<file path="src/rtl/ray_sweep_sequencer.sv">
// ray_sweep_sequencer
//
// Frame-level ray sequencer for the raycaster. A start_frame pulse starts a
// sweep over every screen column, left to right. For each column the block
// issues a request to the wall-intersection finder with the column's ray
// angle. It waits for the finder's result, or gives up after TIMEOUT cycles.
// It then turns the result into a Manhattan-distance record and offers that
// record to the column renderer over a valid/ready handshake.
//
// Ports
//   clock, resetn            system clock; synchronous active-low reset
//   start_frame              start a sweep (sampled only while idle)
//   player_angle             heading in degrees 0..359, captured at start
//   playerX, playerY         player position, captured at start
//   alpha                    current ray angle to the finder, 0..359
//   begin_calc               one-cycle request to the finder
//   end_calc, wall_found     finder completion strobe and hit flag
//   wallX, wallY             finder intersection, valid with end_calc
//   col_valid / col_ready    record handshake to the renderer
//   col_index                column number 0..NUM_COLS-1
//   col_dist                 |dx|+|dy| to the wall, saturated to 12'hFFF
//   col_hit                  wall found for this column
//   busy                     high whenever the sequencer is not idle
//   frame_done               one-cycle pulse after the last record is taken
module ray_sweep_sequencer #(
    parameter int NUM_COLS = 320,
    parameter int FOV      = 60,
    parameter int TIMEOUT  = 1023
) (
    input  logic        clock,
    input  logic        resetn,
    input  logic        start_frame,
    input  logic [11:0] player_angle,
    input  logic [11:0] playerX,
    input  logic [11:0] playerY,
    output logic [11:0] alpha,
    output logic        begin_calc,
    input  logic        end_calc,
    input  logic        wall_found,
    input  logic [11:0] wallX,
    input  logic [11:0] wallY,
    output logic        col_valid,
    input  logic        col_ready,
    output logic [11:0] col_index,
    output logic [11:0] col_dist,
    output logic        col_hit,
    output logic        busy,
    output logic        frame_done
);

    // Angle accumulator: 9 integer bits (degrees) and 8 fractional bits.
    localparam logic [16:0] STEP     = 17'(FOV * 256 / NUM_COLS);
    localparam logic [16:0] FULL     = 17'(360 * 256);
    localparam logic [12:0] HALF_FOV = 13'(FOV / 2);
    localparam logic [11:0] LAST_COL = 12'(NUM_COLS - 1);
    localparam int          WW       = $clog2(TIMEOUT + 1);
    localparam logic [WW-1:0] WAIT_LAST = WW'(TIMEOUT - 1);

    typedef enum logic [2:0] {
        IDLE,
        ISSUE,
        WAIT,
        DIST,
        OUT,
        NEXT,
        DONE
    } state_t;

    state_t        state;
    logic [16:0]   acc;
    logic [WW-1:0] wait_cnt;
    logic [11:0]   px_q;
    logic [11:0]   py_q;
    logic [11:0]   lat_x;
    logic [11:0]   lat_y;
    logic          lat_hit;

    // Start angle: the leftmost column sits FOV/2 counter-clockwise of the heading.
    logic [12:0] ang_sum;
    logic [8:0]  ang_start;
    always_comb begin
        ang_sum   = {1'b0, player_angle} + HALF_FOV;
        ang_start = (ang_sum >= 13'd360) ? 9'(ang_sum - 13'd360) : 9'(ang_sum);
    end

    // Step one column clockwise. If the step would go below 0 degrees,
    // wrap the angle back up through 360 degrees.
    logic [16:0] acc_next;
    always_comb begin
        if (acc < STEP)
            acc_next = acc + FULL - STEP;
        else
            acc_next = acc - STEP;
    end

    // Manhattan distance, computed one bit wider so saturation can be detected.
    logic [11:0] dx;
    logic [11:0] dy;
    logic [12:0] dsum;
    always_comb begin
        dx   = (lat_x >= px_q) ? (lat_x - px_q) : (px_q - lat_x);
        dy   = (lat_y >= py_q) ? (lat_y - py_q) : (py_q - lat_y);
        dsum = {1'b0, dx} + {1'b0, dy};
    end

    assign alpha = {3'b000, acc[16:8]};

    always_ff @(posedge clock) begin
        if (!resetn) begin
            state      <= IDLE;
            acc        <= '0;
            wait_cnt   <= '0;
            px_q       <= '0;
            py_q       <= '0;
            lat_x      <= '0;
            lat_y      <= '0;
            lat_hit    <= 1'b0;
            begin_calc <= 1'b0;
            col_valid  <= 1'b0;
            col_index  <= '0;
            col_dist   <= '0;
            col_hit    <= 1'b0;
            busy       <= 1'b0;
            frame_done <= 1'b0;
        end else begin
            begin_calc <= 1'b0;
            frame_done <= 1'b0;
            case (state)
                IDLE: begin
                    if (start_frame) begin
                        px_q       <= playerX;
                        py_q       <= playerY;
                        acc        <= {ang_start, 8'd0};
                        col_index  <= '0;
                        begin_calc <= 1'b1;
                        busy       <= 1'b1;
                        state      <= ISSUE;
                    end
                end
                ISSUE: begin
                    wait_cnt <= '0;
                    state    <= WAIT;
                end
                WAIT: begin
                    wait_cnt <= wait_cnt + 1'b1;
                    // On the first WAIT cycle end_calc may still be the finder's
                    // level from the previous ray, so it is not trusted then.
                    // A result arriving on the last allowed cycle still counts.
                    if (wait_cnt != '0 && end_calc) begin
                        lat_x   <= wallX;
                        lat_y   <= wallY;
                        lat_hit <= wall_found;
                        state   <= DIST;
                    end else if (wait_cnt == WAIT_LAST) begin
                        lat_hit <= 1'b0;
                        state   <= DIST;
                    end
                end
                DIST: begin
                    if (lat_hit)
                        col_dist <= dsum[12] ? 12'hFFF : dsum[11:0];
                    else
                        col_dist <= 12'hFFF;
                    col_hit   <= lat_hit;
                    col_valid <= 1'b1;
                    state     <= OUT;
                end
                OUT: begin
                    if (col_ready) begin
                        col_valid <= 1'b0;
                        if (col_index == LAST_COL) begin
                            frame_done <= 1'b1;
                            state      <= DONE;
                        end else begin
                            state <= NEXT;
                        end
                    end
                end
                NEXT: begin
                    col_index  <= col_index + 12'd1;
                    acc        <= acc_next;
                    begin_calc <= 1'b1;
                    state      <= ISSUE;
                end
                DONE: begin
                    busy  <= 1'b0;
                    state <= IDLE;
                end
                default: begin
                    busy  <= 1'b0;
                    state <= IDLE;
                end
            endcase
        end
    end

endmodule

</file>
<file path="config.mk">
export PLATFORM = sky130hd
export DESIGN_NAME = ray_sweep_sequencer
export DESIGN_NICKNAME = d
export VERILOG_FILES = /design/src/rtl/ray_sweep_sequencer.sv
export SDC_FILE = /design/constraint.sdc
export NUM_CORES = 1
export LEC_CHECK = 0
export ABC_AREA = 1
export BUFFER_PORTS_ARGS = -buffer_cell sky130_fd_sc_hd__buf_4
export CORE_MARGIN = 4
export CORE_UTILIZATION = 55
export CTS_BUF_LIST = sky130_fd_sc_hd__clkbuf_2
export CTS_CLUSTER_DIAMETER = 120
export DETAILED_ROUTE_END_ITERATION = 10
export GPL_ROUTABILITY_DRIVEN = 0
export HOLD_SLACK_MARGIN = 0.15
export PLACE_DENSITY = 0.86
export SETUP_SLACK_MARGIN = 0.05
export SLEW_MARGIN = 20
export SYNTH_ARGS = -nofsm -noshare
export SYNTH_HDL_FRONTEND = slang
export SYNTH_SLANG_ARGS = --single-unit
export TNS_END_PERCENT = 1
</file>
<file path="constraint.sdc">
create_clock -name clock -period 4.94 [get_ports clock]
set_input_delay 0.247 -clock clock [delete_from_list [all_inputs] [get_ports clock]]
set_output_delay 0.247 -clock clock [all_outputs]
set_load 0.05 [all_outputs]
</file>
==> flow_summary_export.csv, run 1 <==
group,metric,value,unit
logic_synthesis,postSynthCellCount,1155,
setup_path,critical_path.most_common_cell,"sky130_fd_sc_hd__nand2_1",
floorplan,fp.dieW,127,microns
setup_path,crit_required,5.50,ns
routing,detailedRoute.firstIterationViolations,641,
pwr,switchingPower,3.39,mW
logic_synthesis,syn_area_per_cell,6.78,sq um
global_route,maximum_number_of_pins_on_one_net_before_global_route_repair,74,
sta,finalCritPeriodShare,82.0,%
sta,finalHoldViolCount,0,
sta,grt_setup_unrepaired,"no",
global_route,initial_antenna_violation_count,1,
final_layout,flow.area_growth_from_synthesis,25.7,%
clock_network,cts.repair.resized,0,
clock_network,clock_tree.buffer_depth,2,
final_layout,design.final.nets,1467,
routing,drcViolationCount,0,
clock_network,clock-sinks,104,
logic_synthesis,yosysWarningCount,0,
floorplan,row_count,43,
logic_synthesis,synth.largest_area_cell,"sky130_fd_sc_hd__dfxtp_1",
clock_network,numCtsBuffers,9,
sta,report.final.slew_viol_count,0,
pwr,power.ir.vdd_worst,592,uV
logic_synthesis,yosys_register_bits,104,
global_route,grt.overflow.total,0,
routing,totalWireLength,20700,microns
logic_synthesis,yosysTopAreaCellShare,26.6,%
logic_synthesis,postSynth.topFlopCell,"sky130_fd_sc_hd__dfxtp_1",
setup_path,path_max_fanout,12,
job,max_cap_viol_count,0,
sta,totalNegativeSetupSlack,0,ns
hold_path,worst_min_delay_path_category,"in2reg",
clock_network,cts.reportedPaths.clkPinSlew,0.27,ns
logic_synthesis,seq_area_frac_synth,26.6,%
floorplan,core,13900,sq um
final_layout,final_util,70.7,%
floorplan,ioPinCount,107,
global_route,vias_in_the_first_global_route,7725,
routing,detailedRoute.firstPassIterationCount,5,
logic_synthesis,synth.top_cells.by_count,"sky130_fd_sc_hd__nand2_1 (220), sky130_fd_sc_hd__inv_1 (161), sky130_fd_sc_hd__a21oi_1 (126), sky130_fd_sc_hd__dfxtp_1 (104), sky130_fd_sc_hd__o21ai_0 (96)",
clock_network,insertion_delay,0.66,ns
floorplan,fp.dieH,127,microns
placement,io_buffer_count,103,
logic_synthesis,synth_enable_flop_cells,0,
setup_path,critical_path.cell_chain,"inv_1 -> ha_1 -> inv_1 -> fa_1 -> nand2_1 -> nand2_1 -> nand3_1 -> nand3_1 -> a21oi_2 -> inv_2 -> nand2_1 -> nand2_1 -> fa_1 -> nand3_1 -> nand3_1 -> nand2_1 -> nand2_1 -> a21oi_2 -> nand4_1 -> nand2_1 -> inv_1",
setup_path,crit_path_max_incr_delay,0.52,ns
floorplan,dieArea,16200,sq um
pwr,seq_power_share,17.1,%
placement,place_hpwl,14000,microns
routing,final_routed_wire_length_divided_by_cell_count,13.6,microns
sta,achievable-frequency,0.247,GHz
routing,dr_total_vias,8155,
routing,drtAntennaViolNets,0,
pwr,power.static_leakage,4.61,nW
logic_synthesis,synthMostInstantiatedCell,"sky130_fd_sc_hd__nand2_1",
sta,fin_worst_skew,0.0518,ns
sta,worstMarginPinSlew,1.10,ns
setup_path,critPathArrivalTime,4.62,ns
pwr,comb_power_share,74.5,%
pwr,p_clk_share,8.4,%
sta,period_minus_slack,4.05,ns
setup_path,critical-path-slowest-cell,"sky130_fd_sc_hd__fa_1",
pwr,power.density,634,nW/um^2
setup_path,crit_path_end_kind,"flip-flop",
clock_network,cts_setup_buffers,0,
sta,setup_viol,0,
status,outcome,"finished, final reports clean",
final_layout,final.fill_count,1094,
setup_path,setup.worst_path.start_class,"flip-flop",
floorplan,floorplan.initialDensity,56.2,%
clock_network,ctsRootBufferMaster,"sky130_fd_sc_hd__clkbuf_2",
pwr,cellInternalPower,2.86,mW
clock_network,tritoncts,"built",
routing,avgViaCountPerCell,5.38,
logic_synthesis,postSynth.asyncResetShare,0,%
logic_synthesis,ys_top_cells_by_area,"sky130_fd_sc_hd__dfxtp_1 (27%), sky130_fd_sc_hd__nand2_1 (11%), sky130_fd_sc_hd__ha_1 (10%)",
sta,slew-limit-headroom,26.3,%
final_layout,post_route_cells_drive_above_1_share,13.5,%
pwr,netSwitchingFraction,54.3,%
global_route,grt_first_pass_wirelength,35100,microns
global_route,global_route.usage.total,25.7,%
logic_synthesis,post_synth_num_cell_types,52,
logic_synthesis,netlist_area,7840,sq um
setup_path,critical_path_class,"reg2reg",
clock_network,cts_htree_levels,3,
==> metal layers <==
| metal | GRT usage [%] | part of all wire [%] |
|---|---|---|
| met2 | 43.8 | 48 |
| met1 | 32.6 | 43 |
| met4 | 9.72 | 2.9 |
| met3 | 4.26 | 6.0 |
| met5 | 0 | 0 |
==> worst paths after layout <==
path         slack, ns  depth (start not counted)                    from                        to
max               0.89                         21   lat_x[0]$_SDFFE_PN0P_  col_dist[9]$_SDFFE_PN0P_
min               0.21                          8         player_angle[6]      acc[15]$_SDFFE_PN0P_
max reg2reg       0.89                         21   lat_x[0]$_SDFFE_PN0P_  col_dist[9]$_SDFFE_PN0P_
min reg2reg       0.49                          2  col_valid$_SDFFE_PN0P_    col_valid$_SDFFE_PN0P_
==> state kept, by name, indices dropped and copies added, names as in the netlist <==
| register | cells |
|---|---|
| col_valid | 1 |
| lat_hit | 1 |
| px_q | 12 |
| lat_x | 12 |
| frame_done | 1 |
| lat_y | 12 |
| begin_calc | 1 |
| col_index | 12 |
| col_hit | 1 |
| col_dist | 12 |
| py_q | 12 |
| busy | 1 |
| wait_cnt | 10 |
| acc | 13 |
| state | 3 |
==> cells by family after synthesis <==
logic type / count (synthesis) / share of synthesized area, %
AO/OA/AOI/OAI: 295 / 21.3
XOR/XNOR: 50 / 5.59
adder cells (fa/ha/maj): 70 / 11.7
buffers and inverters: 231 / 12.5
flip-flops: 104 / 26.6
other: 1 / 0.0479
AND/OR/NAND/NOR: 404 / 22.3
==> cell usage in the layout, fill, tap and decap left out, drive strengths merged, types with 3 or more instances in the layout <==
master and count:
fa 5, dlygate4sd3 115, nor3 11, nand2 237, a221oi 11, ha 65
o21ai 111, buf 104, xnor2 12, conb 3, a21o 3, dfxtp 104
bufinv 3, inv 177, clkbuf 9, a21boi 3, a21oi 134, a31oi 14
o21bai 4, nand4 5, xor2 38, nor2 90, nand3 52, nand3b 3
==> layout make-up <==
| class | count | area [sq um] | share of cell area [%] |
|---|---|---|---|
| Multi-Input combinational cell | 822 | 4780 | 48.5 |
| Sequential cell | 104 | 2080 | 21.1 |
| Timing Repair Buffer | 219 | 1930 | 19.6 |
| Inverter | 175 | 657 | 6.67 |
| Tap cell | 180 | 225 | 2.29 |
| Clock inverter | 7 | 125 | 1.27 |
| Clock buffer | 9 | 45.0 | 0.457 |
| Antenna cell | 1 | 2.50 | 0.0254 |
==> worst max-delay path: cells and delay by family, from the launching register on <==
family / cells / cell delay [ns]
and+or+nand+nor: 12 / 1.24
adders and majority gates: 3 / 1.14
AOI/OAI and AO/OA: 2 / 0.87
DFF: 1 / 0.38
buffers and inverters: 4 / 0.36
==> through the flow <==
step                      setup WS [ns]  instance area (sq um)  total power, mW  std cells  hold WS (ns)
after floorplan                    1.74                   7840             4.69       1157         0.382
after global placement             1.26                   8530             5.41       1385         0.450
after detailed placement           1.05                   8530             5.48       1385         0.464
after CTS                         0.978                   9850             6.12       1516         0.159
after global routing              0.374                   9850             6.90       1517         0.228
final                             0.889                   9850             6.25       1517         0.207
==> repair_timing <==
action	CTS	global route
endpoints found under the hold margin	76	0
hold buffers	115	0
setup endpoints to repair	0	0
==> power groups by stage <==
stage	clock [mW]	combinational (mW)	sequential, mW
after floorplan	0	3.55	1.14
after global placement	0	4.33	1.07
after detailed placement	0	4.40	1.08
after CTS	0.535	4.52	1.06
after global routing	0.571	5.24	1.08
final	0.528	4.66	1.07
Note: power is estimated with default switching activity, not from simulation.
==> run 2: changes to the inputs <==
Settings changed: ABC_AREA 1 to 0.
Clock period 4.94 ns to 3.8 ns, I/O delays scaled along.
==> run 2 against run 1 <==
The run now ends with setup timing left; global-route usage up 0.37 points; via count down 9.1%; largest cell class unchanged; critical endpoint is now col_dist[10]$_SDFFE_PN0P_; sequential share of layout area up 1.3 points; combinational power down 57%; clock power down 7.0%; critical path type unchanged; cell count down 12%; flip-flop and latch count unchanged; wire length down 5.2%.
==> flow_summary_export.csv, run 2 <==
group,metric,value,unit
placement,place_worst_setup_slack,-0.259,ns
sta,finalCritPeriodShare,108,%
setup_path,crit_required,4.37,ns
logic_synthesis,synthMostInstantiatedCell,"sky130_fd_sc_hd__nand2_1",
clock_network,clock-sinks,104,
final_layout,final_cell_mix,"sky130_fd_sc_hd__buf_4 (172), sky130_fd_sc_hd__nand2_1 (142), sky130_fd_sc_hd__a21oi_1 (130), sky130_fd_sc_hd__dfxtp_1 (103), sky130_fd_sc_hd__nor2_1 (86)",
logic_synthesis,synth_enable_flop_cells,0,
clock_network,cts.reportedPaths.clkPinSlew,0.30,ns
floorplan,core,12800,sq um
final_layout,multi_input_comb_area,4730,sq um
final_layout,post_route_cells_drive_above_1_share,19.1,%
status,outcome,"finished with violations",
sta,setup_ws,-0.322,ns
logic_synthesis,yosysTopAreaCellShare,28.7,%
routing,totalWireLength,19600,microns
pwr,power.static_leakage,3.96,nW
clock_network,numCtsBuffers,9,
status,violations_in_the_final_reports,"setup timing",
logic_synthesis,synth_top_family_by_area,"compound AO/OA/AOI/OAI gates",
floorplan,ioPinCount,107,
pwr,power.ir.vdd_worst,283,uV
sta,finalHoldViolCount,0,
global_route,vias_in_the_first_global_route,6932,
final_layout,number_of_flip_flops_under_the_largest_register_name,13,
hold_path,worst_min_delay_path_category,"in2reg",
sta,achievable-frequency,0.243,GHz
final_layout,final.fill_count,942,
routing,route.layer.met1.wl,8490,microns
logic_synthesis,syn_area_per_cell,7.51,sq um
logic_synthesis,synth.largest_area_cell,"sky130_fd_sc_hd__dfxtp_1",
job,max_cap_viol_count,0,
final_layout,regArea,2080,sq um
logic_synthesis,postSynth.asyncResetShare,0,%
final_layout,design.final.nets,1288,
logic_synthesis,yosysWarningCount,0,
clock_network,cts_htree_levels,3,
logic_synthesis,postSynthCellCount,965,
setup_path,r2r_cells,19,
clock_network,insertion_delay,0.64,ns
global_route,global_route.usage.total,26.1,%
routing,met2_length,9520,microns
sta,worstMarginPinSlew,1.02,ns
floorplan,dieArea,15100,sq um
global_route,grt_first_pass_wirelength,32000,microns
setup_path,path_max_fanout,6,
final_layout,flow.area_growth_from_synthesis,27.9,%
sta,report.final.slew_viol_count,0,
routing,route.top_layer_used,"met4",
sta,setup_viol,12,
sta,period_minus_slack,4.12,ns
logic_synthesis,seq_area_frac_synth,28.7,%
logic_synthesis,yosys_register_bits,104,
logic_synthesis,synth.top_cells.by_count,"sky130_fd_sc_hd__nand2_1 (142), sky130_fd_sc_hd__a21oi_1 (130), sky130_fd_sc_hd__dfxtp_1 (104), sky130_fd_sc_hd__nor2_1 (86), sky130_fd_sc_hd__ha_1 (65)",
final_layout,biggest_register,"acc",
logic_synthesis,post_synth_xor_area_fraction,4.23,%
clock_network,tritoncts,"built",
routing,met3WireLength,1120,microns
setup_path,setup.worst_path.start_class,"flip-flop",
sta,slew-limit-headroom,31.7,%
final_layout,final_common_cell,"sky130_fd_sc_hd__buf_4",
floorplan,floorplan.initialDensity,56.8,%
logic_synthesis,yosys.area_share.adder,12.6,%
hold_path,holdPathStages,6,
floorplan,fp.dieH,123,microns
logic_synthesis,post_synth_num_cell_types,69,
floorplan,fp.dieW,123,microns
routing,detailedRoute.firstIterationViolations,683,
routing,drtAntennaViolNets,0,
final_layout,antenna_cells,0,
setup_path,critPathArrivalTime,4.70,ns
logic_synthesis,netlist_area,7250,sq um
clock_network,ctsRootBufferMaster,"sky130_fd_sc_hd__clkbuf_2",
sta,grt_setup_unrepaired,"yes",
placement,io_buffer_count,103,
setup_path,crit_path_end_kind,"flip-flop",
pwr,power.density,401,nW/um^2
setup_path,critical_path_class,"reg2reg",
routing,dr_total_vias,7412,
routing,detailedRoute.firstPassIterationCount,5,
routing,drcViolationCount,0,
sta,totalNegativeSetupSlack,-3.67,ns
logic_synthesis,synth_mux_area_share,3.30,%
routing,final_routed_wire_length_divided_by_cell_count,14.8,microns
logic_synthesis,synth_compound_gate_area_share,23.7,%
logic_synthesis,ys_top_cells_by_area,"sky130_fd_sc_hd__dfxtp_1 (29%), sky130_fd_sc_hd__ha_1 (11%), sky130_fd_sc_hd__a21oi_1 (9.0%)",
floorplan,row_count,41,
placement,place_hpwl,13800,microns
global_route,grt.overflow.total,0,
sta,fin_worst_skew,0.0499,ns
routing,avgViaCountPerCell,5.58,
global_route,initial_antenna_violation_count,0,
clock_network,clock_tree.buffer_depth,2,
global_route,maximum_number_of_pins_on_one_net_before_global_route_repair,57,
logic_synthesis,synthSimpleGateAreaFrac,20.2,%
logic_synthesis,postSynth.topFlopCell,"sky130_fd_sc_hd__dfxtp_1",
## run 2: cell types whose count changed in the layout (fill, tap and decap cells not counted), moves of 10 or more
cell                            previous run  this run
sky130_fd_sc_hd__a21o_1                    3        19
sky130_fd_sc_hd__buf_4                   104       172
sky130_fd_sc_hd__nand2_1                 219       142
sky130_fd_sc_hd__o21ai_0                  96        51
sky130_fd_sc_hd__nand2_2                  16         0
sky130_fd_sc_hd__dlygate4sd3_1           115        60
sky130_fd_sc_hd__mux2i_1                   0        15
sky130_fd_sc_hd__a211oi_1                  2        12
sky130_fd_sc_hd__nand3_1                  49        26
sky130_fd_sc_hd__inv_2                    14         1
sky130_fd_sc_hd__inv_1                   161        63
sky130_fd_sc_hd__xor2_1                   38        17
## run 2: final timing paths
| check | from | endpoint | slack, ns |
|---|---|---|---|
| worst min register to register | lat_x[11]$_SDFFE_PN0P_ | lat_x[11]$_SDFFE_PN0P_ | 0.49 |
| worst min-delay path | player_angle[2] | acc[10]$_SDFFE_PN0P_ | 0.21 |
| worst max register to register | lat_y[0]$_SDFFE_PN0P_ | col_dist[10]$_SDFFE_PN0P_ | -0.32 |
| worst max-delay path | lat_y[0]$_SDFFE_PN0P_ | col_dist[10]$_SDFFE_PN0P_ | -0.32 |
## run 2: critical path, stage by stage (launching register included)
cell,delay (ns)
sky130_fd_sc_hd__dfxtp_2,0.38
sky130_fd_sc_hd__inv_1,0.05
sky130_fd_sc_hd__ha_1,0.16
sky130_fd_sc_hd__inv_1,0.06
sky130_fd_sc_hd__fa_2,0.34
sky130_fd_sc_hd__a21o_1,0.21
sky130_fd_sc_hd__o21a_1,0.19
sky130_fd_sc_hd__o21ai_1,0.11
sky130_fd_sc_hd__a31oi_1,0.09
sky130_fd_sc_hd__a211o_1,0.34
sky130_fd_sc_hd__buf_4,0.16
sky130_fd_sc_hd__mux2i_1,0.16
sky130_fd_sc_hd__xnor2_1,0.14
sky130_fd_sc_hd__ha_1,0.27
sky130_fd_sc_hd__a211oi_2,0.17
sky130_fd_sc_hd__nor2_1,0.09
sky130_fd_sc_hd__or4_4,0.44
sky130_fd_sc_hd__a2111oi_4,0.40
sky130_fd_sc_hd__nand2b_4,0.24
sky130_fd_sc_hd__a21oi_1,0.07
## run 2: what timing repair did
action | CTS | global route
hold buffers | 60 | 0
buffers inserted | 0 | 1
pin swaps | 0 | 8
gates cloned | 1 | 0
setup endpoints to repair | 12 | 12
hold endpoints to repair | 76 | 0
gates resized for setup | 0 | 7
## run 2: layout make-up
| cell class | count | area share, % |
|---|---|---|
| clock buffers | 9 | 0.486 |
| clock inverters | 7 | 0.580 |
| inverters | 64 | 2.59 |
| multi-input cells | 740 | 51.0 |
| flip-flops and latches | 104 | 22.5 |
| well taps | 172 | 2.32 |
| repair buffers | 233 | 20.5 |
## run 2: cell families (layout without fill, tap and decap cells)
group	count (synthesis)	in the layout
AND/OR/NAND/NOR	326	327
multiplexers	23	23
XOR/XNOR	35	35
other	1	3
adder cells (fa/ha/maj)	70	70
buffers and inverters	124	313
AO/OA/AOI/OAI	282	282
flip-flops	104	104
## run 2: layer usage
layer / up-vias / GRT usage (%)
met5: - / 0
met4: 0 / 8.26
met3: 41 / 5.25
met2: 252 / 45.1
met1: 3417 / 32.5
li1: 3702 / -
## run 2: where the power goes
group          leakage [nW]  switching [mW]  internal (mW)
Clock                0.0622           0.397         0.0943
Sequential            0.845          0.0547           1.15
Combinational          3.06            1.05          0.973
Total                  3.96            1.50           2.21
## run 2: through the flow
step | instances | hold WS [ns] | area (sq um) | total power [mW] | utilization (%)
2_1_floorplan | 967 | 0.326 | 7320 | 2.50 | -
3_3_place_gp | 1251 | 0.439 | 8530 | 3.09 | 66.8
3_5_place_dp | 1251 | 0.445 | 8530 | 3.13 | 66.8
4_1_cts | 1328 | 0.157 | 9240 | 3.69 | 72.3
5_1_grt | 1329 | 0.164 | 9270 | 3.96 | 72.6
6_report | 1329 | 0.206 | 9270 | 3.71 | 72.6
==> run 3: changes to the inputs <==
Settings changed: MAX_ROUTING_LAYER from default to met4, REMOVE_ABC_BUFFERS from default to 1.
==> run 3 against run 2 <==
The run still ends with setup timing left; non-clock buffer count grew 53; die area is the same; clock power grew 9.4%; via count up 6.0%; clock skew shrank 0.0073 ns; first-iteration DRC count is 7.9% lower; core utilization rose by 3.0 points; worst hold slack lost 0.039 ns; fmax down 3.2%; flip-flop and latch count stayed put; sequential power barely moved; critical path type unchanged; largest cell class unchanged.
==> flow_summary_export.csv, run 3 (synthesis gave the netlist of run 2 again) <==
group,metric,value,unit
pwr,power.density,401,nW/um^2
routing,drcViolationCount,0,
clock_network,cts_htree_levels,3,
sta,setup_ws,-0.460,ns
placement,io_buffer_count,103,
global_route,maximum_number_of_pins_on_one_net_before_global_route_repair,46,
clock_network,clock-sinks,104,
placement,post_dp_cell_area,8910,sq um
status,outcome,"finished with violations",
pwr,seq_power_share,30.8,%
global_route,initial_antenna_violation_count,0,
sta,achievable-frequency,0.235,GHz
final_layout,regArea,2080,sq um
floorplan,floorplan.initialDensity,56.8,%
clock_network,tritoncts,"built",
setup_path,worst_reg2reg_endpoint,"col_dist[1]$_SDFFE_PN0P_",
global_route,vias_in_the_first_global_route,7437,
pwr,cellInternalPower,2.32,mW
final_layout,flow.area_growth_from_synthesis,33.2,%
pwr,comb_power_share,55.3,%
sta,report.final.slew_viol_count,0,
final_layout,final_cell_mix,"sky130_fd_sc_hd__buf_4 (226), sky130_fd_sc_hd__nand2_1 (142), sky130_fd_sc_hd__a21oi_1 (130), sky130_fd_sc_hd__dfxtp_1 (103), sky130_fd_sc_hd__nor2_1 (86)",
sta,totalNegativeSetupSlack,-5.32,ns
routing,totalWireLength,20900,microns
sta,setup_viol,12,
setup_path,setup.worst_path.start_class,"flip-flop",
floorplan,dieArea,15100,sq um
status,violations_in_the_final_reports,"setup timing",
pwr,p_clk_share,13.9,%
final_layout,biggest_register,"acc",
sta,fin_worst_skew,0.0426,ns
routing,dr_total_vias,7859,
clock_network,insertion_delay,0.66,ns
routing,final_routed_wire_length_divided_by_cell_count,15.1,microns
floorplan,core,12800,sq um
global_route,grt.overflow.total,0,
clock_network,cts_setup_buffers,0,
hold_path,holdPathStages,6,
setup_path,critical_path.cell_chain,"inv_1 -> ha_1 -> inv_1 -> fa_2 -> a21o_1 -> o21a_1 -> o21ai_1 -> a31oi_1 -> a211o_1 -> buf_6 -> buf_4 -> mux2i_1 -> xor2_1 -> ha_1 -> a21o_1 -> a21o_1 -> nor3b_1 -> a2111oi_4 -> nand2b_4 -> buf_6 -> a21oi_1",
routing,avgViaCountPerCell,5.70,
routing,detailedRoute.firstPassIterationCount,7,
sta,slew-limit-headroom,33.7,%
setup_path,critical_path_class,"reg2reg",
routing,detailedRoute.firstIterationViolations,629,
clock_network,ctsRootBufferMaster,"sky130_fd_sc_hd__clkbuf_2",
pwr,power.static_leakage,4.24,nW
setup_path,crit_path_end_kind,"flip-flop",
placement,place_worst_setup_slack,-0.649,ns
clock_network,cts.reportedPaths.clkPinSlew,0.29,ns
final_layout,final_common_cell,"sky130_fd_sc_hd__buf_4",
global_route,grt_first_pass_wirelength,33700,microns
setup_path,critical_path.most_common_cell,"sky130_fd_sc_hd__a21o_1",
floorplan,fp.dieH,123,microns
global_route,global_route.usage.total,28.3,%
job,max_cap_viol_count,0,
floorplan,row_count,41,
final_layout,finish.instance_area,9660,sq um
pwr,totalPowerFinal,3.88,mW
setup_path,rrSetupSlack,-0.46,ns
routing,drtAntennaViolNets,0,
sta,worst_hold_slack,0.167,ns
floorplan,fp.dieW,123,microns
final_layout,design.final.nets,1340,
pwr,netSwitchingFraction,40.1,%
setup_path,critPathArrivalTime,4.81,ns
setup_path,r2r_cells,21,
pwr,switchingPower,1.55,mW
clock_network,clock_tree.buffer_depth,2,
sta,grt_setup_unrepaired,"yes",
final_layout,multi_input_comb_area,4710,sq um
clock_network,numCtsBuffers,9,
hold_path,holdCritStartpoint,"player_angle[2]",
pwr,power.ir.vdd_worst,340,uV
sta,finalCritPeriodShare,112,%
setup_path,path_max_fanout,11,
hold_path,worst_min_delay_path_category,"in2reg",
final_layout,final.fill_count,896,
setup_path,timing.rr.start,"lat_y[0]$_SDFFE_PN0P_",
sta,period_minus_slack,4.26,ns
final_layout,antenna_cells,0,
final_layout,post_route_cells_drive_above_1_share,22.5,%
sta,worstMarginPinSlew,0.992,ns
sta,finalHoldViolCount,0,
hold_path,whs_endpoint,"acc[10]$_SDFFE_PN0P_",
setup_path,crit_required,4.35,ns
setup_path,crit_path_max_incr_delay,0.38,ns
setup_path,critical-path-slowest-cell,"sky130_fd_sc_hd__dfxtp_2",
final_layout,number_of_flip_flops_under_the_largest_register_name,13,
floorplan,ioPinCount,107,
placement,place_hpwl,14300,microns
==> run 3: cell types whose count changed in the layout (fill, tap and decap cells not counted), sizes merged <==
| cell | delta |
|---|---|
| inv | -2 |
| bufinv | +1 |
| clkinv | -1 |
| nand2b | -1 |
| dlygate4sd3 | -2 |
| buf | +55 |
==> run 3: routing by layer <==
| metal | global-route usage, % | wire length (microns) | vias up |
|---|---|---|---|
| met3 | 6.13 | 1630 | 81 |
| li1 | - | - | 3799 |
| met4 | 12.0 | 775 | 0 |
| met1 | 32.6 | 8430 | 3621 |
| met5 | - | 0 | - |
| met2 | 47.5 | 10000 | 358 |
==> run 3: worst max path at each step <==
stage                                startpoint                        to  cells past startpoint  slack, ns
after global routing      lat_y[0]$_SDFFE_PN0P_  col_dist[1]$_SDFFE_PN0P_                     20      -0.62
after floorplan           lat_x[0]$_SDFFE_PN0P_  col_dist[0]$_SDFFE_PN0P_                     16      -0.62
final                     lat_y[0]$_SDFFE_PN0P_  col_dist[1]$_SDFFE_PN0P_                     21      -0.46
after detailed placement  lat_x[0]$_SDFFE_PN0P_  col_dist[1]$_SDFFE_PN0P_                     17      -0.65
after CTS                 lat_y[0]$_SDFFE_PN0P_  col_dist[1]$_SDFFE_PN0P_                     20      -0.35
after global placement    lat_y[0]$_SDFFE_PN0P_  col_dist[2]$_SDFFE_PN0P_                     18      -0.48
==> run 3: through the flow <==
stage / utilization [%] / std cells
floorplan: - / 907
global placement: 69.7 / 1307
detailed placement: 69.7 / 1307
CTS: 75.5 / 1379
global route: 75.6 / 1379
finish: 75.6 / 1379
==> run 3: final cells by class <==
| type | count | share of cell area (%) |
|---|---|---|
| Tap cell | 172 | 2.23 |
| Clock inverter | 5 | 0.609 |
| Clock buffer | 9 | 0.466 |
| Timing Repair Buffer | 286 | 23.8 |
| Inverter | 64 | 2.49 |
| Multi-Input combinational cell | 739 | 48.8 |
| Sequential cell | 104 | 21.6 |
==> run 3: power by group through the flow <==
stage               Clock, mW  Combinational (mW)  Sequential (mW)
floorplan                   0                1.14             1.28
global placement            0                1.91             1.21
detailed placement          0                1.96             1.21
CTS                     0.544                2.06             1.19
global route            0.580                2.31             1.20
finish                  0.537                2.14             1.19
==> run 3: critical path: cells and delay by family, from the launching register on <==
family | cells | cell delay, ns
AOI/OAI and AO/OA | 9 | 1.69
adders and majority gates | 3 | 0.79
buffers and inverters | 5 | 0.53
DFF | 1 | 0.38
and+or+nand+nor | 2 | 0.36
xor gates and xnor gates | 1 | 0.22
muxes | 1 | 0.20
==> run 3: timing repair <==
item,CTS,global route
hold buffers,58,0
cloned,0,0
resized for setup,12,4
setup endpoints to repair,12,12
endpoints found under the hold margin,75,0
pin swaps,5,1
